$ cat src/rtl/cp_insert.sv
// Cyclic-prefix inserter: ping-pong symbol banks, then each symbol is replayed as its last CP_LEN samples followed by all N samples.
// Optional SOP alignment checking and resync is enabled by defining CP_INSERT_SOP_CHECK_EN.
module cp_insert #(
  parameter int DW     = 18,
  parameter int N      = 64,
  parameter int CP_LEN = 16
) (
  input  logic                 clk,
  input  logic                 rst_n,
  input  logic signed [DW-1:0] din_real,
  input  logic signed [DW-1:0] din_imag,
  input  logic                 din_valid,
  input  logic                 din_sop,
  output logic                 din_ready,
  output logic signed [DW-1:0] dout_real,
  output logic signed [DW-1:0] dout_imag,
  output logic                 dout_valid,
  output logic                 dout_sop,
  output logic                 dout_eop,
  output logic                 err_sop,
  output logic [1:0]           dbg_state
);

  localparam int AW = $clog2(N);
  localparam logic [AW-1:0] CP_START = AW'(N - CP_LEN);
  localparam logic [AW-1:0] LAST_IDX = AW'(N - 1);

  typedef enum logic [1:0] {IDLE = 2'd0, CP = 2'd1, BODY = 2'd2} state_t;

  // Handshake: a sample transfers on a rising edge where din_valid and din_ready are both high;
  // din_ready depends only on registered state, and the output side has no backpressure.

  logic [DW-1:0] mem_real [2*N];
  logic [DW-1:0] mem_imag [2*N];

  logic [AW-1:0] wr_idx;
  logic          wr_bank;
  logic [1:0]    full;
  logic [1:0]    full_nxt;
  logic          rd_bank;
  logic          rd_bank_nxt;
  logic [AW-1:0] rd_idx;
  logic [AW-1:0] rd_idx_nxt;
  state_t        state;
  state_t        state_nxt;
  logic          rd_en;
  logic          free_bank;
  logic          accept;
  logic          wr_last;
  logic [AW-1:0] wr_addr_idx;

  assign din_ready = ~full[wr_bank];
  assign accept    = din_valid & din_ready;
  assign dbg_state = state;

`ifdef CP_INSERT_SOP_CHECK_EN
  logic sop_err_now;

  // A SOP restarts the current bank at index 0, dropping the partial symbol.
  always_comb begin
    wr_addr_idx = din_sop ? '0 : wr_idx;
    sop_err_now = accept & ((din_sop & (wr_idx != '0)) | (~din_sop & (wr_idx == '0)));
  end

  always_ff @(posedge clk or negedge rst_n) begin
    if (!rst_n) begin
      err_sop <= 1'b0;
    end else if (sop_err_now) begin
      err_sop <= 1'b1;
    end
  end
`else
  logic unused_sop;

  assign unused_sop  = din_sop;
  assign wr_addr_idx = wr_idx;
  assign err_sop     = 1'b0;
`endif

  assign wr_last   = accept & (wr_addr_idx == LAST_IDX);
  assign free_bank = (state == BODY) & (rd_idx == LAST_IDX);

  // The write bank is never full while writing and the read bank is always full,
  // so a free and a fill in the same cycle always target different banks.
  always_comb begin
    full_nxt = full;
    if (free_bank) full_nxt[rd_bank] = 1'b0;
    if (wr_last)   full_nxt[wr_bank] = 1'b1;
  end

  always_ff @(posedge clk or negedge rst_n) begin
    if (!rst_n) begin
      wr_idx  <= '0;
      wr_bank <= 1'b0;
      full    <= 2'b00;
    end else begin
      full <= full_nxt;
      if (accept) begin
        if (wr_last) begin
          wr_idx  <= '0;
          wr_bank <= ~wr_bank;
        end else begin
          wr_idx <= wr_addr_idx + 1'b1;
        end
      end
    end
  end

  always_ff @(posedge clk) begin
    if (accept) begin
      mem_real[{wr_bank, wr_addr_idx}] <= din_real;
      mem_imag[{wr_bank, wr_addr_idx}] <= din_imag;
    end
  end

  always_ff @(posedge clk or negedge rst_n) begin
    if (!rst_n) begin
      state   <= IDLE;
      rd_idx  <= '0;
      rd_bank <= 1'b0;
    end else begin
      state   <= state_nxt;
      rd_idx  <= rd_idx_nxt;
      rd_bank <= rd_bank_nxt;
    end
  end

  // CP walks the tail of the symbol; the index wraps from N-1 to 0 straight into BODY.
  always_comb begin
    state_nxt   = state;
    rd_idx_nxt  = rd_idx;
    rd_bank_nxt = rd_bank;
    rd_en       = 1'b0;
    case (state)
      IDLE: begin
        if (full[rd_bank]) begin
          state_nxt  = CP;
          rd_idx_nxt = CP_START;
        end
      end
      CP: begin
        rd_en      = 1'b1;
        rd_idx_nxt = rd_idx + 1'b1;
        if (rd_idx == LAST_IDX) state_nxt = BODY;
      end
      BODY: begin
        rd_en      = 1'b1;
        rd_idx_nxt = rd_idx + 1'b1;
        if (rd_idx == LAST_IDX) begin
          rd_bank_nxt = ~rd_bank;
          if (full[~rd_bank]) begin
            state_nxt  = CP;
            rd_idx_nxt = CP_START;
          end else begin
            state_nxt = IDLE;
          end
        end
      end
      default: state_nxt = IDLE;
    endcase
  end

  // Output register; data holds its last value while idle.
  always_ff @(posedge clk or negedge rst_n) begin
    if (!rst_n) begin
      dout_real  <= '0;
      dout_imag  <= '0;
      dout_valid <= 1'b0;
      dout_sop   <= 1'b0;
      dout_eop   <= 1'b0;
    end else begin
      dout_valid <= rd_en;
      dout_sop   <= (state == CP) & (rd_idx == CP_START);
      dout_eop   <= free_bank;
      if (rd_en) begin
        dout_real <= mem_real[{rd_bank, rd_idx}];
        dout_imag <= mem_imag[{rd_bank, rd_idx}];
      end
    end
  end

endmodule
$ cat config.mk
export PLATFORM = sky130hd
export DESIGN_NAME = cp_insert
export DESIGN_NICKNAME = d
export VERILOG_FILES = /design/src/rtl/cp_insert.sv
export SDC_FILE = /design/constraint.sdc
export NUM_CORES = 2
export LEC_CHECK = 0
export CAP_MARGIN = 20
export CORE_MARGIN = 5
export CORE_UTILIZATION = 35
export DETAILED_ROUTE_END_ITERATION = 6
export SYNTH_ARGS = -nofsm -noshare
export SYNTH_HDL_FRONTEND = slang
export SYNTH_MEMORY_MAX_BITS = 65536
export SYNTH_SLANG_ARGS = --single-unit
export TNS_END_PERCENT = 5
$ cat constraint.sdc
create_clock -name clk -period 4.6 [get_ports clk]
set_clock_uncertainty 0.2 [all_clocks]
set_input_delay 0.92 -clock clk [delete_from_list [all_inputs] [get_ports clk]]
set_output_delay 0.92 -clock clk [all_outputs]
set_load 0.05 [all_outputs]
After elaboration in Yosys (flattened, before gate mapping)
Memory sizes are Yosys's and may differ from the RTL's. A register that Yosys moved wholly into a read port is not among the register bits.
Cells that the tools add are included.
- $add $sub $neg: 2
- magnitude comparators: 5
- equal/unequal tests: 8
- mux-type cells: 25
- bitwise gates (word level): 10
- reduce and logical (&&, ||, !) cells: 11
- operators by type and width (operator ; count):
    2-to-1 mux 6 bit ; 4
    equality test 6 bit, second input constant ; 3
    case mux 6 bit (3 select lines) ; 1
    adder 6 x 1 -> 6 bit, second input constant ; 2
    2-to-1 mux 1 bit ; 12
    2-to-1 mux 2 bit ; 5
    less-than comparator 1 x 2 -> 1 bit, second input constant ; 3
    case mux 2 bit (3 select lines) ; 1
    AND reduction 2 bit ; 3
    bitwise AND 1 bit ; 4
    inequality test 2 bit, second input constant ; 2
    NOT 1 bit ; 3
    AND reduction 3 bit ; 1
    nonzero test 3 bit ; 1
    bitwise AND 2 bit ; 1
    demux 1 bit (select 1 bit) ; 2
    equality test 2 x 1 -> 1 bit, second input constant ; 1
    equality test 2 bit, second input constant ; 1
    greater-or-equal comparator 1 bit, second input constant ; 2
    logical AND 1 bit ; 2
    zero test 1 bit ; 2
    zero test 2 bit ; 1
    inequality test 2 x 1 -> 1 bit, second input constant ; 1
    NOT 2 bit ; 1
    other kinds (2) ; 2
- register bits after elaboration: 21
- bits in writable memories: 4608
- input port bits: 40
- output and inout bits: 43
- word-level logic and storage cells: 72
- memories: 2
- memories (name ; depth ; bits a word ; rd ports ; clocked after Yosys merged registers in ; wr ports ; line ; text):
    mem_imag ; 128 ; 18 ; 1 ; 1 ; 1 ; 34 ; logic [DW-1:0] mem_imag [2*N];
    mem_real ; 128 ; 18 ; 1 ; 1 ; 1 ; 33 ; logic [DW-1:0] mem_real [2*N];

Longest topological paths before layout
- depth after elaboration: 9
- gate-level depth with buffers: 12
- depth with buffers taken out: 7

Worst setup path after synthesis
No wires, ideal clock.
- path kind: register to register
- from: reg wr_bank
- to: mem mem_imag[127][0], enable pin
- setup time: 429 ps
- arrival time: 4090 ps
- required time: 3971 ps
- path slack: -120 ps
- cell stages (with the launch flop): 8
- buffers on the path: 3
- clock period less this slack: 4720 ps
- path through: dfrtp_1 -> clkbuf_1 -> mux2i_1 -> and2_1 -> clkbuf_1 -> nand4_1 -> clkbuf_1 -> nor2_1
- word-level cells in the longest chain between the ends: 6
- ends and longest elaborated chain (what ; line ; text):
    start, declared ; 37 ; logic wr_bank;
    start signal, assigned ; 101 ; wr_bank <= ~wr_bank;
    2-to-1 mux 1 bit (implied by the code) (2 in series) ; 52 ; assign din_ready = ~full[wr_bank];
    NOT 1 bit ; 52 ;
    net din_ready ; 14 ; output logic din_ready,
    bitwise AND 1 bit ; 53 ; assign accept = din_valid & din_ready;
    2-to-1 mux 1 bit ; 110 ; if (accept) begin
    2-to-1 mux 1 bit (implied by the code) ; 112 ; mem_imag[{wr_bank, wr_addr_idx}] <= din_imag;
    end, declared ; 34 ;
The timed path passes the listed nets, and every way through them passes these cells. The select of a mux whose other input is x is not followed.

==> results_dict.tcl <==
set metrics [dict create \
    synth_fp_nets 8387 \
    swShare_pct 21.7 \
    yosys_warnings 0 \
    clk_pin_slew_worst_paths_ps 60 \
    final_nets 9036 \
    drt-pass1-iter-count 6 \
    portion_of_total_power_attributed_to_combinational_logic_pct 4.2 \
    critPathLaunchType "flip-flop" \
    fmax_ghz 0.224 \
    port_buffers 80 \
    cts_sinks 4665 \
    postLayoutCellArea_sq_um 209000 \
    ir_worst_vdd_v 0.000369 \
    layout-area-overhead-vs-synth_pct 16.3 \
    worst_setup_ep_type "flip-flop" \
    dpl-instance-area_sq_um 194000 \
    seq_area_frac_synth_pct 77.7 \
    mostFrequentLayoutCells "edfxtp_1 (4608), mux4_2 (886), mux2i_1 (680)" \
    drv_cap 0 \
    drc 0 \
    dieArea_sq_um 529000 \
    drt.antenna.violating_nets 0 \
    ctsHtreeMaxLevel 5 \
    report.power.total_w 0.0893 \
    timing.hold.worst.class "in2reg" \
    fin_hold_viols 0 \
    global_route_usage_sum_pct 19.7 \
    seqPwrFrac_pct 53.5 \
    crit_fanout 26 \
    postSynthRegisterBits 4665 \
    clkPwrFrac_pct 42.3 \
    run_status "complete, no violations" \
    slew-limit-headroom_pct 19.8 \
    grt_pass1_vias 91200 \
    worst-setup-path-type "reg2reg" \
    cts_hold_buf 1 \
    leading_cell_type_in_the_layout_fill_and_taps_excluded "edfxtp_1" \
    netlist_top_cells_area "edfxtp_1 (77%), mux4_2 (11%), mux2i_1 (3.8%)" \
    clk_root_buffer_cell "clkbuf_16" \
    core_sq_um 513000 \
    area_occupied_by_multi_input_gates_sq_um 38000 \
    synthesis.area_sq_um 180000 \
    grt_remaining_overflow 0 \
    synthDominantAreaCellType "edfxtp_1" \
    cell_internal_pwr_w 0.0700 \
    vias_per_cell 5.67 \
    worst_ep_required_time_ps 5230 \
    starting_drc_count_in_detailed_routing 13100 \
    number_of_filler_cells_placed_in_the_layout 44300 \
    final_util_pct 40.8 \
    final-setup-viol-count 0 \
    synth_edf_count 4608 \
    met2WireLength_microns 249000 \
    final_layout_size_suffix_gt1_share_pct 25.4 \
    wl_per_cell_microns 33.0 \
    timing.final.max_slew_violations 0 \
    routed-wl-met3_microns 57500 \
    first_pass_grt_wire_length_microns 736000 \
    wl_microns 532000 \
    cts_resized 0 \
    post-route-min-period_ps 4460 \
    worst_slew_pin_slew_ps 1200 \
    postSynthAreaPerCell_sq_um 21.6 \
    unrepaired_setup_endpoints_after_global_routing "false" \
    grt_max_degree 129 \
    floorplan.initialDensity_pct 35.1 \
    placed_cells_incl_taps 15300 \
    die_w_microns 727 \
    power_leakage_nw 63.0 \
    ys.flop_type "edfxtp_1" \
    routabilityCongestion 0.882 \
    timing.final.crit_share_pct 96.9 \
    crit_arrival_ps 5080 \
    power_density_over_the_cells_nw_per_um2 427 \
    ioPinCount 83 \
    synth_top_area_share_pct 76.9 \
    switching_power_w 0.0194 \
    post-cts-setup-buffer-count 0 \
    die_height_microns 727 \
    netlist_instances 8339 \
    final-seq-area_sq_um 140000 \
    synthArstFlopShare_pct 1.22 \
    numCtsBuffers 460 \
    ctsLongestPathBuffers 4 \
    antenna_found_initial 66 \
    hpwlAfterDp_microns 314000 \
    clock_insertion_delay_at_the_later_pin_of_the_skew_report_ps 1020 \
    row_count 263 \
    post_synth_num_cell_types 78 \
    cts_tree "yes" \
    drt-met1-wl_microns 202000 \
    routed.top_layer "met5" \
    stdcell_count 16200 \
    total_number_of_vias 91600 \
]
synthesized netlist by cell type (all sizes together), types with 34 or more instances:
cell type	number
a22oi	84
o211ai	95
dfrtp	57
a211o	35
a31oi	34
edfxtp	4608
o21ai	68
o221ai	92
a21oi	111
buf	358
nor2	204
mux2i	680
o22ai	90
nand2	298
clkbuf	136
a211oi	59
a221oi	51
mux4	901
metrics by stage:
stage	hold WS [ps]	setup slack (ps)	TNS, ps
2_1_floorplan	308	-120	-61340
6_report	118	145	0
5_1_grt	66.9	78.4	0
3_3_place_gp	329	193	0
4_1_cts	16.4	165	0
3_5_place_dp	348	197	0
cell families (layout without fill, tap and decap cells):
| group | Yosys count | after routing | share of synthesized area [%] |
|---|---|---|---|
| AO/OA/AOI/OAI | 856 | 856 | 3.48 |
| adder cells (fa/ha/maj) | 8 | 8 | 0.0556 |
| AND/OR/NAND/NOR | 690 | 690 | 1.70 |
| buffers and inverters | 509 | 1548 | 1.83 |
| XOR/XNOR | 4 | 4 | 0.0195 |
| other | 1 | 24 | 0.00208 |
| multiplexers | 1606 | 1606 | 15.2 |
| flip-flops | 4665 | 4665 | 77.7 |
final timing paths:
| kind | slack, ps | from | end | cells after the start |
|---|---|---|---|---|
| max | 140 | rd_idx[1] | dout_real[2] | 11 |
| min | 120 | din_real[11] | mem_real[110][11] | 1 |
| max reg2reg | 140 | rd_idx[1] | dout_real[2] | 11 |
| min reg2reg | 370 | full[1] | full[1] | 1 |
| max in group asynchronous | 2760 | rst_n | rd_idx[2] | 2 |
| min in group asynchronous | 570 | rst_n | dout_real[17] | 2 |
critical path, cell delays in order, from the launching register on:
cell and delay, ps:
dfrtp_4 1140, buf_12 300, buf_12 230, buf_4 200, mux4_2 290, and2_1 170
o21ai_0 580, a221oi_1 140, buf_4 200, nor2_1 510, buf_4 220, a22oi_1 60
cell type report:
class / instances / area share (%)
clock inverter: 307 / 1.53
clock buffer: 545 / 5.72
tap: 6757 / 4.04
inverter: 10 / 0.0239
sequential: 4665 / 66.8
multi-input combinational: 3165 / 18.2
timing repair buffer: 686 / 3.69
antenna: 23 / 0.0275
routing by layer:
| layer | up-vias | track usage [%] |
|---|---|---|
| li1 | 36500 | - |
| met1 | 49200 | 26.4 |
| met2 | 4900 | 31.1 |
| met3 | 891 | 4.55 |
| met4 | 32 | 7.70 |
| met5 | - | 0 |
sequential cells by signal, indices dropped and copies added, names as in the netlist, 2 cells and up:
name	count
full	2
mem_imag	2304
dout_imag	18
dbg_state	2
rd_idx	6
wr_addr_idx	6
dout_real	18
mem_real	2304
power by group through the flow:
stage	Combinational [W]	Clock, W	Sequential [W]
floorplan	0.000977	0	0.0486
global placement	0.00362	0	0.0486
detailed placement	0.00372	0	0.0487
CTS	0.00373	0.0383	0.0478
global route	0.00386	0.0402	0.0478
finish	0.00376	0.0378	0.0478
No activity file was read; power rests on OpenSTA's default activity.
